==> config.mk <==
export PLATFORM = sky130hd
export DESIGN_NAME = grf_regfile
export DESIGN_NICKNAME = d
export VERILOG_FILES = /design/src/rtl/grf_pkg.sv /design/src/rtl/grf_read_port.sv /design/src/rtl/grf_regfile.sv
export SDC_FILE = /design/constraint.sdc
export NUM_CORES = 2
export LEC_CHECK = 0
export BUFFER_PORTS_ARGS = -buffer_cell sky130_fd_sc_hd__buf_2
export CORE_MARGIN = 5
export CORE_UTILIZATION = 30
export DETAILED_ROUTE_END_ITERATION = 8
export PLACE_DENSITY = 0.53
export REMOVE_ABC_BUFFERS = 1
export SYNTH_ARGS = -nofsm -noshare
export SYNTH_HDL_FRONTEND = slang
export SYNTH_SLANG_ARGS = --single-unit
==> constraint.sdc <==
create_clock -name clk -period 61.8 [get_ports clk]
set_input_delay 3.09 -clock clk [delete_from_list [all_inputs] [get_ports clk]]
set_output_delay 3.09 -clock clk [all_outputs]
set_load 0.02 [all_outputs]
==> src/rtl/grf_pkg.sv <==
// Shared definitions for the general-purpose register file and its writeback path.
package grf_pkg;

  localparam int unsigned GRF_REG_NUM = 32;
  localparam int unsigned GRF_AW      = 5;
  localparam int unsigned GRF_DW      = 32;
  localparam int unsigned GRF_PC_W    = 32;

  localparam logic [GRF_AW-1:0] REG_ZERO = 5'd0;

  // Writeback selector codes, shared so decoder and writeback mux agree.
  typedef enum logic [2:0] {
    WB_SEL_ALU    = 3'b000,
    WB_SEL_MDU    = 3'b001,
    WB_SEL_BRIDGE = 3'b010,
    WB_SEL_PC8    = 3'b011,
    WB_SEL_CP0    = 3'b100
  } wb_sel_e;

  typedef struct packed {
    logic [GRF_PC_W-1:0] pc;
    logic [GRF_AW-1:0]   addr;
    logic [GRF_DW-1:0]   data;
  } trace_rec_t;

endpackage

==> src/rtl/grf_read_port.sv <==
// One combinational read port: $0 masking plus optional same-cycle write forwarding.
// Forwarding is compiled in when GRF_BYPASS_EN is defined.
module grf_read_port
  import grf_pkg::*;
#(
  parameter int unsigned REG_NUM = GRF_REG_NUM,
  parameter int unsigned DW      = GRF_DW
) (
  input  logic [GRF_AW-1:0] addr,
  input  logic [DW-1:0]     regs [REG_NUM],
  input  logic              wr_en,
  input  logic [GRF_AW-1:0] wr_addr,
  input  logic [DW-1:0]     wr_data,
  output logic [DW-1:0]     rdata_c
);

`ifdef GRF_BYPASS_EN
  always_comb begin
    rdata_c = '0;
    if (addr != REG_ZERO) begin
      rdata_c = regs[addr];
      if (wr_en && (wr_addr == addr)) rdata_c = wr_data;
    end
  end
`else
  logic unused_wr_c;
  assign unused_wr_c = ^{wr_en, wr_addr, wr_data};

  always_comb begin
    rdata_c = '0;
    if (addr != REG_ZERO) rdata_c = regs[addr];
  end
`endif

endmodule

==> src/rtl/grf_regfile.sv <==
// 32x32 MIPS register file: one write port, two async read ports, registered write trace.
// Define GRF_BYPASS_EN to forward the W-stage write to both readers in the same cycle.
module grf_regfile
  import grf_pkg::*;
#(
  parameter int unsigned REG_NUM = GRF_REG_NUM,
  parameter int unsigned DW      = GRF_DW
) (
  input  logic                clk,
  input  logic                reset,
  input  logic                WE,
  input  logic [GRF_AW-1:0]   A1,
  input  logic [GRF_AW-1:0]   A2,
  input  logic [GRF_AW-1:0]   A3,
  input  logic [DW-1:0]       WD,
  input  logic [GRF_PC_W-1:0] pc,
  output logic [DW-1:0]       RD1,
  output logic [DW-1:0]       RD2,
  output logic                trace_valid,
  output logic [GRF_PC_W-1:0] trace_pc,
  output logic [GRF_AW-1:0]   trace_addr,
  output logic [GRF_DW-1:0]   trace_data,
  output logic [31:0]         wr_count
);

  logic [DW-1:0] regs_q [REG_NUM];
  logic [DW-1:0] regs_d [REG_NUM];
  trace_rec_t    trace_q, trace_d;
  logic          trace_valid_q, trace_valid_d;
  logic [31:0]   wr_count_q, wr_count_d;
  logic          commit_c;

  // Writes to $0 are dropped entirely: no storage, no trace, no count.
  always_comb begin
    commit_c      = WE && (A3 != REG_ZERO);
    regs_d        = regs_q;
    trace_d       = trace_q;
    trace_valid_d = commit_c;
    wr_count_d    = wr_count_q;
    if (commit_c) begin
      regs_d[A3]   = WD;
      trace_d.pc   = pc;
      trace_d.addr = A3;
      trace_d.data = GRF_DW'(WD);
      wr_count_d   = wr_count_q + 32'd1;
    end
    regs_d[0] = '0;
  end

  always_ff @(posedge clk or posedge reset) begin
    if (reset) begin
      regs_q        <= '{default: '0};
      trace_q       <= '0;
      trace_valid_q <= 1'b0;
      wr_count_q    <= '0;
    end else begin
      regs_q        <= regs_d;
      trace_q       <= trace_d;
      trace_valid_q <= trace_valid_d;
      wr_count_q    <= wr_count_d;
    end
  end

  grf_read_port #(.REG_NUM(REG_NUM), .DW(DW)) u_rd1 (
    .addr    (A1),
    .regs    (regs_q),
    .wr_en   (WE),
    .wr_addr (A3),
    .wr_data (WD),
    .rdata_c (RD1)
  );

  grf_read_port #(.REG_NUM(REG_NUM), .DW(DW)) u_rd2 (
    .addr    (A2),
    .regs    (regs_q),
    .wr_en   (WE),
    .wr_addr (A3),
    .wr_data (WD),
    .rdata_c (RD2)
  );

  assign trace_valid = trace_valid_q;
  assign trace_pc    = trace_q.pc;
  assign trace_addr  = trace_q.addr;
  assign trace_data  = trace_q.data;
  assign wr_count    = wr_count_q;

endmodule

---- Word-level counts from Yosys, hierarchy flattened ----
Index checks and enable logic that the tools add are counted.
word-level totals
  flip-flop bits (word level) ............. 1094
  logic and storage cells ................. 60
  input port bits ......................... 82
cells by class
  magnitude comparators ................... 4
  bitwise gates (word level) .............. 3
  reductions and logical operators ........ 5
  mux-type cells .......................... 11
  add/subtract/negate cells ............... 1
operator list
  cell                                                                          count
  1024-bit bitwise mux                                                          1
  32-bit binary-select mux with 5-bit select                                    2
  32-bit 2-to-1 mux                                                             7
  32-bit demux with 5-bit select                                                1
  32-bit by 1-bit adder with 32-bit output, second input constant               1
  6-bit >= comparator, second input constant                                    3
  5-bit inverter with 6-bit output                                              3
  5-bit nonzero test                                                            3
  6-bit by 1-bit less-than comparator with 1-bit output, second input constant  1
  1-bit logical AND                                                             2

---- Depth between registers and ports, before layout ----
  word-level depth ........................ 6
  mapped depth ............................ 9

---- Cells and area by module ----
A second synthesis with hierarchy kept.
unflattened totals
  cell total of the unflattened synthesis .. 3982
  area, all modules ....................... 58167.0 um^2
by module, submodules not included
  module         times used  seq. area each (um^2)  area an instance (um^2)  cells an instance
  grf_regfile    1           27376.3                41431.0                  2654
  grf_read_port  2           0.0                    8368.0                   664

---- Least setup slack after synthesis ----
No wires, ideal clock.
  path kind ............................... input -> output
  from .................................... in A1[2]
  to ...................................... out RD1[5]
  stages on the path ...................... 7
  required time ........................... 58.710 ns
  data arrival time ....................... 4.711 ns
  slack ................................... 53.999 ns
  cells stage by stage .................... buf_2 > buf_2 > buf_2 > mux4_2 > a22o_1 > o21ai_0 > o21ai_0
between the ends
  longest elaborated chain between the ends .. 5
  elaborated cells on any way between the ends .. 6
ends and longest elaborated chain
  what                                                    RTL line             source
  start, declared                                         grf_regfile.sv:12    input logic [GRF_AW-1:0] A1,
  5-bit inverter with 6-bit output (implied by the code)  grf_read_port.sv:31  if (addr != REG_ZERO) rdata_c = regs[addr];
  32-bit binary-select mux with 5-bit select              grf_read_port.sv:31
  32-bit 2-to-1 mux (implied by the code) (2 in series)   grf_read_port.sv:31
  32-bit 2-to-1 mux (*)                                   grf_read_port.sv:31
  end, declared                                           grf_regfile.sv:17    output logic [DW-1:0] RD1,
Every way passes the cells marked *; elsewhere a longest branch is shown, timed or not. The select of a mux whose other input is x is not followed.

---- Worst setup path after layout ----
  from .................................... in A2[0]
  to ...................................... out RD2[2]
between the ends
  longest elaborated chain between the ends .. 5
  elaborated cells on any way between the ends .. 6
ends and longest elaborated chain
  what                                                    RTL line             source
  start, declared                                         grf_regfile.sv:13    input logic [GRF_AW-1:0] A2,
  5-bit inverter with 6-bit output (implied by the code)  grf_read_port.sv:31
  32-bit binary-select mux with 5-bit select              grf_read_port.sv:31
  32-bit 2-to-1 mux (implied by the code) (2 in series)   grf_read_port.sv:31
  32-bit 2-to-1 mux (*)                                   grf_read_port.sv:31
  end, declared                                           grf_regfile.sv:18    output logic [DW-1:0] RD2,
Marks and branches as above.

==> qor.csv <==
metric,value,unit
grt_pass1_vias,38900,
grt_max_degree,155,
peakVddDrop,0.0237,mV
dieArea,201000,um2
avgRoutedWirePerCell,28.1,um
hold_class,flop to flop,
mostFrequentLayoutCells,"1094 x dfrtp_1, 1030 x mux2_2, 384 x mux4_2, 354 x nand2_1, 237 x buf_2",
r2r_cells,5,
fill_cells,18500,
grt_antenna_before_repair,12,
maxCapViolCount,0,
ys_seq_area_share,47.6,%
hold_buffers,0,
grt_usage,18.6,%
clkLatencyLatePin,0.74,ns
setup_viol,0,
ys_seq_elements,1094,
grt_pass1_wl,276,mm
syn_to_final_growth,13.1,%
drt-total-wl,189,mm
die_x,448,um
max_freq,0.0984,GHz
fin_crit_sh,16.4,%
reg2reg_slack,59.92,ns
layout_commonest_cell,dfrtp_1,
post-cts-setup-buffer-count,0,
dominantRegCellSynth,dfrtp_1,
path_cells,"buf_8, buf_4, buf_4, mux4_2, a22o_1, o21ai_0, o21ai_0, buf_2",
synth_cells,4091,
gp_congestion,0.790,
drc_errors,0,
tightest_slew,1.27,ns
clkTransAtPathRegs,0.06,ns
io_buffers,247,
clock_path_buffers,3,
syn_avg_cell_area,14.1,um2
vias_per_cell,5.50,
slew_headroom,15.0,%
worstSetupStartpointType,input pin,
synth_edf_count,0,
fin_nets,4204,
cts_tree,done,
crit_fanout,57,
numCtsBuffers,118,
vias,37000,
syn_area,57500,um2
path_class,input pin to output pin,
cts_resized,0,
static-leakage-power,28.8,nW
cts-root-buf,clkbuf_16,
timing.rr.start,wr_count[0],
hold_viol_final,0,
ant_nets,0,
grt_setup_unrepaired,no,
hold_end,trace_pc[20],
cts_sinks,1094,
min_period,10.16,ns
drtIter0Drc,2699,
cp_slowest_stage_delay,0.82,ns
dp_worst_setup_slack,51.61,ns
tns,0,ns
hold_depth,2,
rr_endpoint,wr_count[25],
dr.pass1.iters,5,
critPathRequiredTime,58.71,ns
die-height,448,um
arrival,7.07,ns
area.sequential,27400,um2
pin_count,248,
drive_gt1_share,49.6,%
h-tree-depth,3,
fin_skew,0.0109,ns
finalMaxSlewViolations,0,
ys_types,39,
layout_setup_ws,51.64,ns
core,190000,um2
post-dp-hpwl,107,mm
multi_input_area,28400,um2
num_rows,160,
async_flop_share,100,%
overflow,0,
status,finished clean,
yosys_warnings,0,
min_from,trace_pc[20],
crit_path_end_kind,output pin,
crit_path_top_delay_cell,buf_4,
initial_utilization,30.2,%
powerDensity,32.8,nW/um2
## cells by family after synthesis
kind of cell    Yosys count  share of synthesized area (%)
flops                  1094                           47.6
buf+inv                 427                           3.43
compound gates          451                           5.47
xor+xnor                 31                          0.472
mux                    1632                           39.8
fa+ha+maj                 1                         0.0217
simple gates            455                           3.25
## how the worst max path moves through the flow
stage / slack, ns / cells past startpoint / startpoint / endpoint
floorplan: 27.91 / 1 / reset / regs_q[0]
global placement: 51.62 / 8 / A2[0] / RD2[2]
detailed placement: 51.61 / 8 / A2[0] / RD2[2]
CTS: 51.60 / 8 / A2[0] / RD2[2]
global route: 51.52 / 8 / A2[0] / RD2[2]
finish: 51.64 / 8 / A2[0] / RD2[2]
## power breakdown
| group | internal [mW] | total [mW] | switching [mW] |
|---|---|---|---|
| clock network | 0.443 | 0.754 | 0.311 |
| logic | 0.245 | 0.434 | 0.188 |
| registers | 0.850 | 0.945 | 0.0951 |
## layer usage
layer | global-route usage [%] | wire length (um) | up-vias
li1 | - | - | 15500
met1 | 24.0 | 79100 | 20100
met2 | 31.9 | 94000 | 1096
met3 | 2.37 | 8700 | 310
met4 | 6.86 | 7050 | 4
met5 | 0 | 21 | -
## layout make-up
| class | count | area share, % |
|---|---|---|
| clock inverters | 46 | 0.800 |
| inverters | 5 | 0.0423 |
| clock buffers | 170 | 5.52 |
| flip-flops and latches | 1094 | 42.1 |
| diodes | 2 | 0.00769 |
| multi-input cells | 2570 | 43.7 |
| repair buffers | 332 | 3.04 |
| well taps | 2511 | 4.83 |
## critical path: cells and delay by family
family                 cells  cell delay [ns]
AOI/OAI and AO/OA          3             1.06
buffers and inverters      4             2.17
muxes                      1             0.58
## metrics by stage
step / hold slack [ns] / cell area [um2] / util [%] / instances / total power [mW]
finish: 0.467 / 65100 / 34.2 / 6730 / 2.13
global route: 0.489 / 65100 / 34.2 / 6728 / 2.23
CTS: 0.474 / 65100 / 34.2 / 6728 / 2.15
detailed placement: 0.457 / 60900 / 32.0 / 6512 / 1.39
global placement: 0.453 / 60900 / 32.0 / 6512 / 1.38
floorplan: 0.491 / 55600 / - / 3669 / 1.24
## cells in the mapped netlist (2+ instances only)
| library cell | count | area (um2) |
|---|---|---|
| buf_4 | 22 | 165 |
| o21ai_0 | 84 | 420 |
| inv_1 | 3 | 11.3 |
| xnor2_1 | 24 | 210 |
| mux4_2 | 384 | 8650 |
| mux2_4 | 90 | 1350 |
| nand3_1 | 11 | 55.1 |
| buf_6 | 14 | 158 |
| dfrtp_1 | 1094 | 27400 |
| and2_1 | 3 | 18.8 |
| xor2_1 | 7 | 61.3 |
| buf_1 | 31 | 116 |
| a22oi_1 | 64 | 480 |
| nor2_1 | 25 | 93.8 |
| buf_2 | 147 | 736 |
| or4_1 | 3 | 22.5 |
| and4_1 | 4 | 35.0 |
| nor2b_1 | 8 | 50.1 |
| a22o_1 | 129 | 1130 |
| a21oi_1 | 65 | 325 |
| nand2_1 | 372 | 1400 |
| inv_2 | 2 | 7.51 |
| nand3b_1 | 3 | 22.5 |
| o221ai_1 | 64 | 561 |
| or2_2 | 2 | 12.5 |
| nor3_1 | 3 | 15.0 |
| nand4_1 | 10 | 62.6 |
| nor3b_1 | 3 | 22.5 |
| o21ai_1 | 44 | 220 |
| and3_1 | 4 | 25.0 |
| mux2_2 | 1030 | 11600 |
| clkbuf_1 | 208 | 781 |
| mux2i_1 | 128 | 1280 |
## registers in the layout, summed over array words and instances (netlist names)
signal       flops
wr_count        32
trace_pc        32
trace_data      32
trace_valid      1
regs_q         992
trace_addr       5
Note: power is estimated with default switching activity, not from simulation.
